$ cat src/rtl/uart_conf_tx_if.sv
// uart_conf_tx_if: burst request, parameter block and serial/status lines
// between a host-side controller (master) and uart_conf_tx (slave).
interface uart_conf_tx_if #(
    parameter int unsigned DATA_BIT_CNT_MAX = 7,
    parameter int unsigned CONF_PAR_MAX     = 4
);
    logic                                                 start;
    logic [(CONF_PAR_MAX+1)*(DATA_BIT_CNT_MAX+1)-1:0]     conf_par;
    logic                                                 uart_tx;
    logic                                                 busy;
    logic                                                 done;

    modport master (
        output start,
        output conf_par,
        input  uart_tx,
        input  busy,
        input  done
    );

    modport slave (
        input  start,
        input  conf_par,
        output uart_tx,
        output busy,
        output done
    );
endinterface

$ cat src/rtl/uart_conf_tx.sv
// uart_conf_tx: serializes a snapshot of CONF_PAR_MAX+1 configuration bytes
// as back-to-back UART frames, highest index first, LSB first per byte.
// Optional feature macro: UART_CONF_TX_PARITY_EN adds one even-parity bit
// between the last data bit and the stop bit.
module uart_conf_tx #(
    parameter int unsigned BIT_CNT_MAX      = 104,
    parameter int unsigned DATA_BIT_CNT_MAX = 7,
    parameter int unsigned CONF_PAR_MAX     = 4
) (
    input  logic          clk,
    input  logic          rst_n,
    uart_conf_tx_if.slave bus
);
    localparam int unsigned DW  = DATA_BIT_CNT_MAX + 1;
    localparam int unsigned NP  = CONF_PAR_MAX + 1;
    localparam int unsigned BCW = (BIT_CNT_MAX > 0)      ? $clog2(BIT_CNT_MAX + 1)      : 1;
    localparam int unsigned DCW = (DATA_BIT_CNT_MAX > 0) ? $clog2(DATA_BIT_CNT_MAX + 1) : 1;
    localparam int unsigned PCW = (CONF_PAR_MAX > 0)     ? $clog2(CONF_PAR_MAX + 1)     : 1;

`ifdef UART_CONF_TX_PARITY_EN
    typedef enum logic [2:0] {IDLE, START, DATA, PARITY, STOP} state_t;
`else
    typedef enum logic [1:0] {IDLE, START, DATA, STOP} state_t;
`endif

    state_t           state, state_n;
    logic [BCW-1:0]   bit_cnt, bit_cnt_n;
    logic [DCW-1:0]   data_cnt, data_cnt_n;
    logic [PCW-1:0]   par_cnt, par_cnt_n;
    logic [DW-1:0]    shift, shift_n;
    logic [NP*DW-1:0] snap, snap_n;
    logic             tx_r, tx_n;
    logic             busy_r, busy_n;
    logic             done_r, done_n;
    logic             bit_end;
    logic [DW-1:0]    par_next;
    int unsigned      next_idx;
`ifdef UART_CONF_TX_PARITY_EN
    logic [DW-1:0]    par_cur;
`endif

    assign bus.uart_tx = tx_r;
    assign bus.busy    = busy_r;
    assign bus.done    = done_r;

    // State, counters, snapshot and registered outputs.
    always_ff @(posedge clk or negedge rst_n) begin
        if (!rst_n) begin
            state    <= IDLE;
            bit_cnt  <= BCW'(BIT_CNT_MAX);
            data_cnt <= DCW'(DATA_BIT_CNT_MAX);
            par_cnt  <= PCW'(CONF_PAR_MAX);
            shift    <= '0;
            snap     <= '0;
            tx_r     <= 1'b1;
            busy_r   <= 1'b0;
            done_r   <= 1'b0;
        end else begin
            state    <= state_n;
            bit_cnt  <= bit_cnt_n;
            data_cnt <= data_cnt_n;
            par_cnt  <= par_cnt_n;
            shift    <= shift_n;
            snap     <= snap_n;
            tx_r     <= tx_n;
            busy_r   <= busy_n;
            done_r   <= done_n;
        end
    end

    // Next state plus next output values, so every output is a flop and the
    // line level changes on the same edge that the state does.
    always_comb begin
        state_n    = state;
        bit_cnt_n  = bit_cnt;
        data_cnt_n = data_cnt;
        par_cnt_n  = par_cnt;
        shift_n    = shift;
        snap_n     = snap;
        tx_n       = tx_r;
        busy_n     = busy_r;
        done_n     = 1'b0;
        bit_end    = (bit_cnt == '0);
        next_idx   = (par_cnt == '0) ? 0 : 32'(par_cnt) - 1;
        par_next   = snap[next_idx*DW +: DW];
`ifdef UART_CONF_TX_PARITY_EN
        par_cur    = snap[32'(par_cnt)*DW +: DW];
`endif

        if (state != IDLE) begin
            bit_cnt_n = bit_end ? BCW'(BIT_CNT_MAX) : bit_cnt - 1'b1;
        end

        case (state)
            IDLE: begin
                if (bus.start) begin
                    snap_n  = bus.conf_par;
                    shift_n = bus.conf_par[CONF_PAR_MAX*DW +: DW];
                    state_n = START;
                    tx_n    = 1'b0;
                    busy_n  = 1'b1;
                end
            end
            START: begin
                if (bit_end) begin
                    state_n = DATA;
                    tx_n    = shift[0];
                end
            end
            DATA: begin
                if (bit_end) begin
                    shift_n = shift >> 1;
                    if (data_cnt == '0) begin
                        data_cnt_n = DCW'(DATA_BIT_CNT_MAX);
`ifdef UART_CONF_TX_PARITY_EN
                        state_n = PARITY;
                        tx_n    = ^par_cur;
`else
                        state_n = STOP;
                        tx_n    = 1'b1;
`endif
                    end else begin
                        data_cnt_n = data_cnt - 1'b1;
                        tx_n       = shift_n[0];
                    end
                end
            end
`ifdef UART_CONF_TX_PARITY_EN
            PARITY: begin
                if (bit_end) begin
                    state_n = STOP;
                    tx_n    = 1'b1;
                end
            end
`endif
            STOP: begin
                if (bit_end) begin
                    if (par_cnt != '0) begin
                        par_cnt_n = par_cnt - 1'b1;
                        shift_n   = par_next;
                        state_n   = START;
                        tx_n      = 1'b0;
                    end else begin
                        par_cnt_n  = PCW'(CONF_PAR_MAX);
                        data_cnt_n = DCW'(DATA_BIT_CNT_MAX);
                        state_n    = IDLE;
                        tx_n       = 1'b1;
                        busy_n     = 1'b0;
                        done_n     = 1'b1;
                    end
                end
            end
            default: begin
                state_n = IDLE;
                tx_n    = 1'b1;
                busy_n  = 1'b0;
            end
        endcase
    end
endmodule

$ cat src/flat_wrapper.sv
// flat-port wrapper written by rule: the top's interface ports become plain ports
module uart_conf_tx_flat 
#(
    parameter int unsigned BIT_CNT_MAX      = 104,
    parameter int unsigned DATA_BIT_CNT_MAX = 7,
    parameter int unsigned CONF_PAR_MAX     = 4
)
  (clk, rst_n, bus_start, bus_conf_par, bus_uart_tx, bus_busy, bus_done);
  uart_conf_tx_if #(.DATA_BIT_CNT_MAX(DATA_BIT_CNT_MAX), .CONF_PAR_MAX(CONF_PAR_MAX)) bus_i ();
  input  logic clk;
  input  logic rst_n;
  input wire logic [$bits(bus_i.start)-1:0] bus_start;
  input wire logic [$bits(bus_i.conf_par)-1:0] bus_conf_par;
  output wire logic [$bits(bus_i.uart_tx)-1:0] bus_uart_tx;
  output wire logic [$bits(bus_i.busy)-1:0] bus_busy;
  output wire logic [$bits(bus_i.done)-1:0] bus_done;
  assign bus_i.start = bus_start;
  assign bus_i.conf_par = bus_conf_par;
  assign bus_uart_tx = bus_i.uart_tx;
  assign bus_busy = bus_i.busy;
  assign bus_done = bus_i.done;
  uart_conf_tx #(.BIT_CNT_MAX(BIT_CNT_MAX), .DATA_BIT_CNT_MAX(DATA_BIT_CNT_MAX), .CONF_PAR_MAX(CONF_PAR_MAX)) u_core (.clk(clk), .rst_n(rst_n), .bus(bus_i));
endmodule
$ cat config.mk
export PLATFORM = sky130hd
export DESIGN_NAME = uart_conf_tx_flat
export DESIGN_NICKNAME = d
export VERILOG_FILES = /design/src/rtl/uart_conf_tx_if.sv /design/src/rtl/uart_conf_tx.sv /design/src/flat_wrapper.sv
export SDC_FILE = /design/constraint.sdc
export NUM_CORES = 1
export LEC_CHECK = 0
export ABC_CLOCK_PERIOD_IN_PS = 3500
export CORE_MARGIN = 3
export CORE_UTILIZATION = 40
export CTS_BUF_LIST = sky130_fd_sc_hd__clkbuf_8
export DETAILED_ROUTE_END_ITERATION = 16
export SETUP_SLACK_MARGIN = 0.3
export SLEW_MARGIN = 20
export SYNTH_ARGS = -nofsm -noshare
export SYNTH_HDL_FRONTEND = slang
export SYNTH_SLANG_ARGS = --single-unit
$ cat constraint.sdc
create_clock -name clk -period 3.5 [get_ports clk]
set_input_delay 0.35 -clock clk [delete_from_list [all_inputs] [get_ports clk]]
set_output_delay 0.35 -clock clk [all_outputs]
set_load 0.02 [all_outputs]
==> out/qor.yml, run 1 <==
die_width_um: 98.58
drive_gt1_share_pct: 22.04
yosysMostFrequentCell: "dfrtp_1"
hp-class: "in2async"
p_comb_share_pct: 42.9
wl_per_cell_um: 15.71
rsz0062_at_grt: "no"
setup_violations: 0
fp.dieArea_um2: 9718
ys_warn_count: 0
track_usage_pct: 16.30
holdWs_ns: 0.006478
synth-xor-area-share_pct: 0.5109
power_density_nw_per_um2: 862.9
path_cells: "nor2_1 > ha_1 > clkinv_1 > nor2_1 > o211ai_2 > o22a_1 > a41oi_1"
critPathLaunch: "u_core.par_cnt[1]"
totalPowerFinal_mw: 3.622
start_util_pct: 41.52
fmax_mhz: 346.0
cts.sink_count: 66
synth_compound_area_share_pct: 18.83
ir_drop_mv: 0.3324
arrival_ns: 3.14
async_flop_share_pct: 100.0
placed_area_um2: 3994
crit_top_cell: "nor2_1"
skew_ns: 0.005661
fin_tns_setup_ns: 0
hold_viol: 0
clock_latency_ns: 0.34
first_global_vias: 2551
syn_area_um2: 3428
final_util_pct: 50.83
viasPerCell: 5.493
diodes: 0
muxShareOfSynthArea_pct: 13.76
synth_edf_count: 0
cts-htree-levels: 3
synth_common_cells: "58 x dfrtp_1, 41 x mux2_2, 35 x nand2_1"
pwr-share-seq_pct: 38.7
crit_required_ns: 3.75
ys_seq_area_share_pct: 48.47
run_status: "completed"
synth_area_leaders: "dfrtp_1 42%, mux2_2 13%, dfstp_2 6.1%, nand2_1 3.8%, o21ai_0 3.5%"
cts_tree: "done"
root_buffer: "clkbuf_8"
clk_pin_slew_worst_paths_ns: 0.07
critical_path.max_stage_delay_ns: 0.62
first_iter_violations: 137
nets: 420
r2r_setup_slack_ns: 0.61
synth_nets: 378
routabilityCongestion: 0.7933
avgSynthCellArea_um2: 10.52
cts_buffer_depth: 2
synth_ff_type: "dfrtp_1"
synth_top_family_by_area: "compound AO/OA/AOI/OAI gates"
slowest_stage: "ha_1"
crit_family: "compound AO/OA/AOI/OAI gates"
post-route-period-util_pct: 82.58
clock_power_share_pct: 18.3
worstSetupPathType: "reg2reg"
port_buffers: 45
wl_mm: 7.496
dp_hpwl_mm: 5.268
final_cells: 477
yosys.area_share.simple_pct: 11.79
cts_made_buffers: 9
leakagePower_nw: 1.734
post-place-ws_ns: 0.6755
dr.pass1.iters: 4
io_pins: 46
cp_num_buf_inv: 1
max-cap-violations: 0
grt_max_degree: 67
worst_pin_slew_ns: 0.6868
postLayoutCellArea_um2: 4198
swShare_pct: 36.40
drc: 0
cts_resized: 0
power.net_switching_mw: 1.318
grt_pass1_wl_mm: 12.78
relSlewSlack_pct: 54.12
cts_setup_buffers: 0
yosys.area.top_type: "dfrtp_1"
dp.cells: 462
rr_startpoint: "u_core.par_cnt[1]"
ys_types: 50
design.core.area_um2: 8258
postRouteAntennaNets: 0
ctsHoldBuffers: 0
rows: 33
yosys.area.top_type_share_pct: 42.34
via_count: 2620
antenna_found_initial: 0
period_needed_ns: 2.890
synth_fa_ha_area_share_pct: 3.285
syn_inst: 326
cp_max_fo: 17
cp-start-kind: "flop"
fin_ws_ns: 0.6098
ys_ff_latch: 66
cp-end-kind: "flop"
areaGrowthSynthToFinish_pct: 22.45
p_int_mw: 2.304
slew_violations: 0
die_y_um: 98.58
overflow: 0
==> worst register-to-register path, cell delays in order (launching register included) <==
cell and delay [ns]:
dfrtp_1 0.53, nor2_1 0.29, ha_1 0.62, clkinv_1 0.48, nor2_1 0.23, o211ai_2 0.22, o22a_1 0.23, a41oi_1 0.21
==> cell families (layout without fill, tap and decap cells) <==
family	count (synthesis)	in the layout
buffers and inverters	30	76
AO/OA/AOI/OAI	90	90
AND/OR/NAND/NOR	87	87
adder cells (fa/ha/maj)	9	9
XOR/XNOR	2	2
multiplexers	42	42
flip-flops	66	66
==> flip-flops by register name, indices dropped and copies added, names as in the netlist <==
name / count
u_core.snap: 40
u_core.bus.busy: 1
u_core.par_cnt: 3
u_core.data_cnt: 3
u_core.bus.uart_tx: 1
u_core.bit_cnt: 7
u_core.bus.done: 1
u_core.shift: 8
u_core.state: 2
==> layout by cell type, fill, tap and decap left out, types with 2 or more instances in the layout <==
master / Yosys / routed
a31oi_1: 6 / 6
inv_1: 10 / 11
nor2_1: 26 / 26
nor3_1: 3 / 3
o21ai_1: 2 / 2
o221a_2: 6 / 6
o211ai_1: 7 / 7
buf_4: 0 / 3
o21a_1: 2 / 2
a41oi_1: 6 / 6
o31ai_1: 4 / 4
a21o_1: 3 / 3
clkdlybuf4s50_1: 0 / 44
clkbuf_8: 0 / 12
a21oi_1: 10 / 10
and3_1: 2 / 2
dfstp_2: 8 / 8
ha_1: 9 / 9
nand2_1: 35 / 35
o22a_1: 9 / 9
nor4_1: 3 / 3
nand2b_1: 4 / 4
buf_12: 0 / 2
and2_1: 2 / 2
dfrtp_1: 58 / 58
xnor2_1: 2 / 2
nor2b_1: 3 / 3
mux2_2: 41 / 41
o21ai_0: 24 / 24
==> layer usage <==
| metal | GRT usage (%) | share of wire (%) | vias up |
|---|---|---|---|
| li1 | - | - | 1273 |
| met2 | 24.49 | 46 | 56 |
| met5 | 0 | 0 | - |
| met1 | 22.93 | 48 | 1280 |
| met4 | 4.832 | 1.5 | 0 |
| met3 | 4.742 | 4.4 | 11 |
==> layout make-up <==
class                   instances  area (um^2)
clock buffers                  12        165.2
well taps                     105        131.4
clock inverters                 3        38.79
flip-flops and latches         66         1662
fillers                       783         4060
multi-input cells             230         1652
inverters                      11        41.29
repair buffers                 50        508.0
==> final timing paths <==
| kind | to | cells after the start |
|---|---|---|
| max in group asynchronous | u_core.data_cnt[1] | 2 |
| min in group clk | u_core.bit_cnt[6] | 2 |
| setup reg to reg | u_core.shift[2] | 7 |
| hold / removal | u_core.bit_cnt[0] | 2 |
| setup / recovery | u_core.shift[2] | 7 |
| hold reg to reg | u_core.bit_cnt[6] | 2 |
==> power groups by stage <==
stage | sequential, mW | combinational [mW] | clock [mW]
2_1_floorplan | 1.34 | 1.20 | 0
3_3_place_gp | 1.41 | 1.53 | 0
3_5_place_dp | 1.41 | 1.56 | 0
4_1_cts | 1.40 | 1.57 | 0.679
5_1_grt | 1.45 | 1.77 | 0.719
6_report | 1.40 | 1.56 | 0.664
Power figures use the tool's default switching activity.
==> run 2, diff against run 1 <==
- ABC_CLOCK_PERIOD_IN_PS: 3500 -> 2620
- clock period: 3.5 -> 2.62 ns (I/O delays scaled with it)
==> run 2 against run 1 <==
Combinational power is 42% higher. Final area is 4.2% higher. First-iteration DRC count is 31% lower. Global-route usage is 0.26 points higher. Clock power is 70% higher. Routed wire length is 2.7% higher. Sequential share of layout area is 1.6 points lower. Highest routed layer unchanged. Sequential power is 33% higher.
==> out/qor.yml, run 2 (synthesis gave the netlist of run 1 again) <==
run_status: "completed"
grt_pass1_wl_mm: 13.08
first_global_vias: 2705
cts-htree-levels: 3
design.core.area_um2: 8258
drive_gt1_share_pct: 26.61
start_util_pct: 41.52
final_util_pct: 52.95
crit_required_ns: 2.84
postLayoutCellArea_um2: 4373
wl_mm: 7.696
holdWs_ns: 0.4179
max-cap-violations: 0
cts.sink_count: 66
post-route-period-util_pct: 84.63
post-place-ws_ns: 0.2511
biggestRegsByFlops: "u_core.snap: 40 flops, u_core.shift: 8 flops, u_core.bit_cnt: 7 flops"
period_needed_ns: 2.217
placed_area_um2: 4036
fmax_mhz: 451.0
cp-end-kind: "flop"
final_cells: 492
cts_buffer_depth: 2
worstSetupPathType: "reg2reg"
rows: 33
skew_ns: 0.007272
crit_top_cell: "buf_4"
port_buffers: 45
slew_violations: 0
power_density_nw_per_um2: 1192
clk_pin_slew_worst_paths_ns: 0.08
totalPowerFinal_mw: 5.211
cp-start-kind: "flop"
crit_family: "flip-flops"
largest_reg_flops: 40
dr.pass1.iters: 4
hold_viol: 0
worst_pin_slew_ns: 0.5128
viasPerCell: 5.470
fin_tns_setup_ns: 0
antenna_found_initial: 0
track_usage_pct: 16.56
critical_path.max_stage_delay_ns: 0.58
cts_made_buffers: 9
relSlewSlack_pct: 65.81
routabilityCongestion: 0.7989
wl_per_cell_um: 15.64
overflow: 0
final_common_cell: "dfrtp_1"
dp_hpwl_mm: 5.568
grt_max_degree: 27
cp_max_fo: 7
clock_latency_ns: 0.34
areaGrowthSynthToFinish_pct: 27.55
diodes: 0
setup_violations: 0
io_pins: 46
hp-class: "in2async"
rsz0062_at_grt: "yes"
ir_drop_mv: 0.5868
dp.cells: 471
fp.dieArea_um2: 9718
die_width_um: 98.58
final_cell_mix: "58 x dfrtp_1, 44 x clkdlybuf4s50_1, 41 x mux2_2"
leakagePower_nw: 1.813
die_y_um: 98.58
fin_ws_ns: 0.4028
first_iter_violations: 95
slowest_stage: "dfstp_2"
root_buffer: "clkbuf_8"
cts_tree: "done"
path_cells: "inv_1 > ha_2 > buf_4 > nor4_4 > nor3b_2 > buf_4 > o221ai_1 > a31oi_1 > o32a_1"
nets: 434
cp_num_buf_inv: 3
arrival_ns: 2.44
top_register: "u_core.snap"
postRouteAntennaNets: 0
drc: 0
via_count: 2691
## run 2: worst paths after layout
| kind | from | end | slack, ns | cells past startpoint |
|---|---|---|---|---|
| max | u_core.par_cnt[2] | u_core.shift[6] | 0.40 | 9 |
| min | rst_n | u_core.bit_cnt[0] | 0.42 | 2 |
| max reg2reg | u_core.par_cnt[2] | u_core.shift[6] | 0.40 | 9 |
| min reg2reg | u_core.bit_cnt[6] | u_core.bit_cnt[6] | 0.50 | 2 |
| max in group asynchronous | rst_n | u_core.par_cnt[2] | 1.45 | 3 |
| min in group clk | u_core.bit_cnt[6] | u_core.bit_cnt[6] | 0.50 | 2 |
## run 2: cell type report
cell class / count / area, um^2
sequential: 66 / 1662
timing repair buffer: 64 / 590.6
multi-input combinational: 230 / 1679
inverter: 11 / 45.04
tap: 105 / 131.4
clock inverter: 7 / 141.4
clock buffer: 9 / 123.9
fill: 753 / 3885
## run 2: power by group
group	internal, mW	switching [mW]	total (mW)
sequential	1.54	0.330	1.86
combinational	1.12	1.10	2.21
clock	0.728	0.403	1.13
## run 2: timing repair
action,CTS,global route
hold buffers,1,0
hold endpoints to repair,19,0
buffers inserted,0,4
gates resized for setup,1,6
cloned,0,0
pin swaps,0,1
setup endpoints to repair,3,8
## run 2: worst reg2reg max path, cell delays in order (launching register included)
cell,delay [ns]
dfstp_2,0.58
inv_1,0.06
ha_2,0.24
buf_4,0.18
nor4_4,0.30
nor3b_2,0.08
buf_4,0.17
o221ai_1,0.08
a31oi_1,0.08
o32a_1,0.33
## run 2: layer usage
layer | global-route usage, % | wire (um) | vias up
li1 | - | - | 1298
met1 | 22.64 | 3603 | 1331
met2 | 26.52 | 3699 | 52
met3 | 2.972 | 275 | 10
met4 | 5.882 | 118 | 0
met5 | 0 | 0 | -
==> run 3, diff against run 2 <==
- ABC_CLOCK_PERIOD_IN_PS: 2620 -> 2300
- clock period: 2.62 -> 2.3 ns (I/O delays scaled with it)
==> run 3 against run 2 <==
Global-route usage up 0.21 points. Non-clock buffer count grew 2. Clock-buffer cell count is 3 higher. Highest routed layer unchanged. Core utilization about the same. Largest power group unchanged. Final area is essentially flat.
==> out/qor.yml, run 3 (synthesis gave the netlist of run 1 again) <==
post-route-period-util_pct: 83.81
final_common_cell: "dfrtp_1"
fill_cells: 772
cp_max_fo: 6
areaGrowthSynthToFinish_pct: 27.48
die_width_um: 98.58
final_cell_mix: "58 x dfrtp_1, 44 x clkdlybuf4s50_1, 41 x mux2_2"
crit_required_ns: 2.53
ir_drop_mv: 0.6041
first_iter_violations: 164
run_status: "completed"
p_int_mw: 3.569
biggestRegsByFlops: "u_core.snap: 40 flops, u_core.shift: 8 flops, u_core.bit_cnt: 7 flops"
max-cap-violations: 0
antenna_found_initial: 0
nets: 436
largest_reg_flops: 40
cts_tree: "done"
start_util_pct: 41.52
arrival_ns: 2.16
grt_pass1_wl_mm: 13.08
port_buffers: 45
clock_power_share_pct: 15.8
setup_violations: 0
hp-class: "in2async"
first_global_vias: 2664
drive_gt1_share_pct: 26.99
hold_viol: 0
post-place-ws_ns: 0.1938
cts_made_buffers: 9
worst_pin_slew_ns: 0.6756
die_y_um: 98.58
overflow: 0
root_buffer: "clkbuf_8"
leakagePower_nw: 1.825
dr.pass1.iters: 4
skew_ns: 0.005336
wl_mm: 7.789
grt_max_degree: 41
fin_tns_setup_ns: 0
track_usage_pct: 16.77
fmax_mhz: 518.8
top_register: "u_core.snap"
p_comb_share_pct: 46.4
io_pins: 46
clk_pin_slew_worst_paths_ns: 0.07
postLayoutCellArea_um2: 4370
fin_ws_ns: 0.3723
power_density_nw_per_um2: 1297
relSlewSlack_pct: 54.96
drc: 0
slew_violations: 0
design.core.area_um2: 8258
diodes: 0
pwr-share-seq_pct: 37.7
power.net_switching_mw: 2.101
cp-start-kind: "flop"
period_needed_ns: 1.928
rsz0062_at_grt: "no"
placed_area_um2: 4083
via_count: 2701
cts.sink_count: 66
fp.dieArea_um2: 9718
rows: 33
worstSetupPathType: "reg2reg"
clock_latency_ns: 0.34
postRouteAntennaNets: 0
dp_hpwl_mm: 5.642
cts-htree-levels: 3
wl_per_cell_um: 15.77
cts_buffer_depth: 2
routabilityCongestion: 0.8185
viasPerCell: 5.468
cp-end-kind: "flop"
swShare_pct: 37.06
## run 3: final timing paths
check	from	endpoint	slack, ns	cells past startpoint
min reg2reg	u_core.shift[6]	u_core.shift[6]	0.50	1
max reg2reg	u_core.bit_cnt[2]	u_core.state[0]	0.37	5
max	u_core.bit_cnt[2]	u_core.state[0]	0.37	5
min	rst_n	u_core.bus.busy	0.46	2
min in group clk	u_core.shift[6]	u_core.shift[6]	0.50	1
max in group asynchronous	rst_n	u_core.par_cnt[2]	1.13	3
## run 3: repair_timing
| action | CTS | global route |
|---|---|---|
| endpoints found under the hold margin | 26 | 0 |
| pin swaps | 3 | 0 |
| setup buffers | 1 | 3 |
| resized for setup | 7 | 5 |
| gates cloned | 0 | 0 |
| setup endpoints to repair | 8 | 10 |
| hold buffers | 1 | 0 |
## run 3: layout make-up
class	instances	area, um^2	share of cell area [%]
Clock buffer	12	165.2	3.779
Clock inverter	4	17.52	0.4008
Inverter	11	41.29	0.9447
Multi-Input combinational cell	230	1723	39.42
Sequential cell	66	1662	38.02
Tap cell	105	131.4	3.006
Timing Repair Buffer	66	630.6	14.43
## run 3: critical path, stage by stage (launching register included)
cell and delay, ns:
dfrtp_1 0.45, or3_4 0.43, o41ai_2 0.32, o21ai_1 0.16, o31a_1 0.30, o21a_1 0.16
## run 3: stage by stage
| step | hold WS [ns] | std cells | power, mW | util, % |
|---|---|---|---|---|
| floorplan | -0.06559 | 326 | 3.891 | - |
| global placement | 0.3205 | 473 | 4.587 | 49.44 |
| detailed placement | 0.3175 | 473 | 4.657 | 49.44 |
| CTS | 0.4810 | 491 | 5.610 | 52.26 |
| global route | 0.4835 | 494 | 6.124 | 52.92 |
| finish | 0.4598 | 494 | 5.670 | 52.92 |
## run 3: power by group through the flow
stage | combinational (mW) | sequential [mW] | clock (mW)
2_1_floorplan | 1.86 | 2.04 | 0
3_3_place_gp | 2.44 | 2.14 | 0
3_5_place_dp | 2.50 | 2.15 | 0
4_1_cts | 2.55 | 2.14 | 0.929
5_1_grt | 2.93 | 2.20 | 0.993
6_report | 2.63 | 2.14 | 0.899
## run 3: per-layer routing
| metal | track usage (%) | wire length, um | up-vias |
|---|---|---|---|
| li1 | - | - | 1311 |
| met5 | 0 | 0 | - |
| met3 | 4.459 | 298 | 17 |
| met2 | 25.48 | 3562 | 65 |
| met1 | 23.16 | 3758 | 1308 |
| met4 | 5.987 | 170 | 0 |
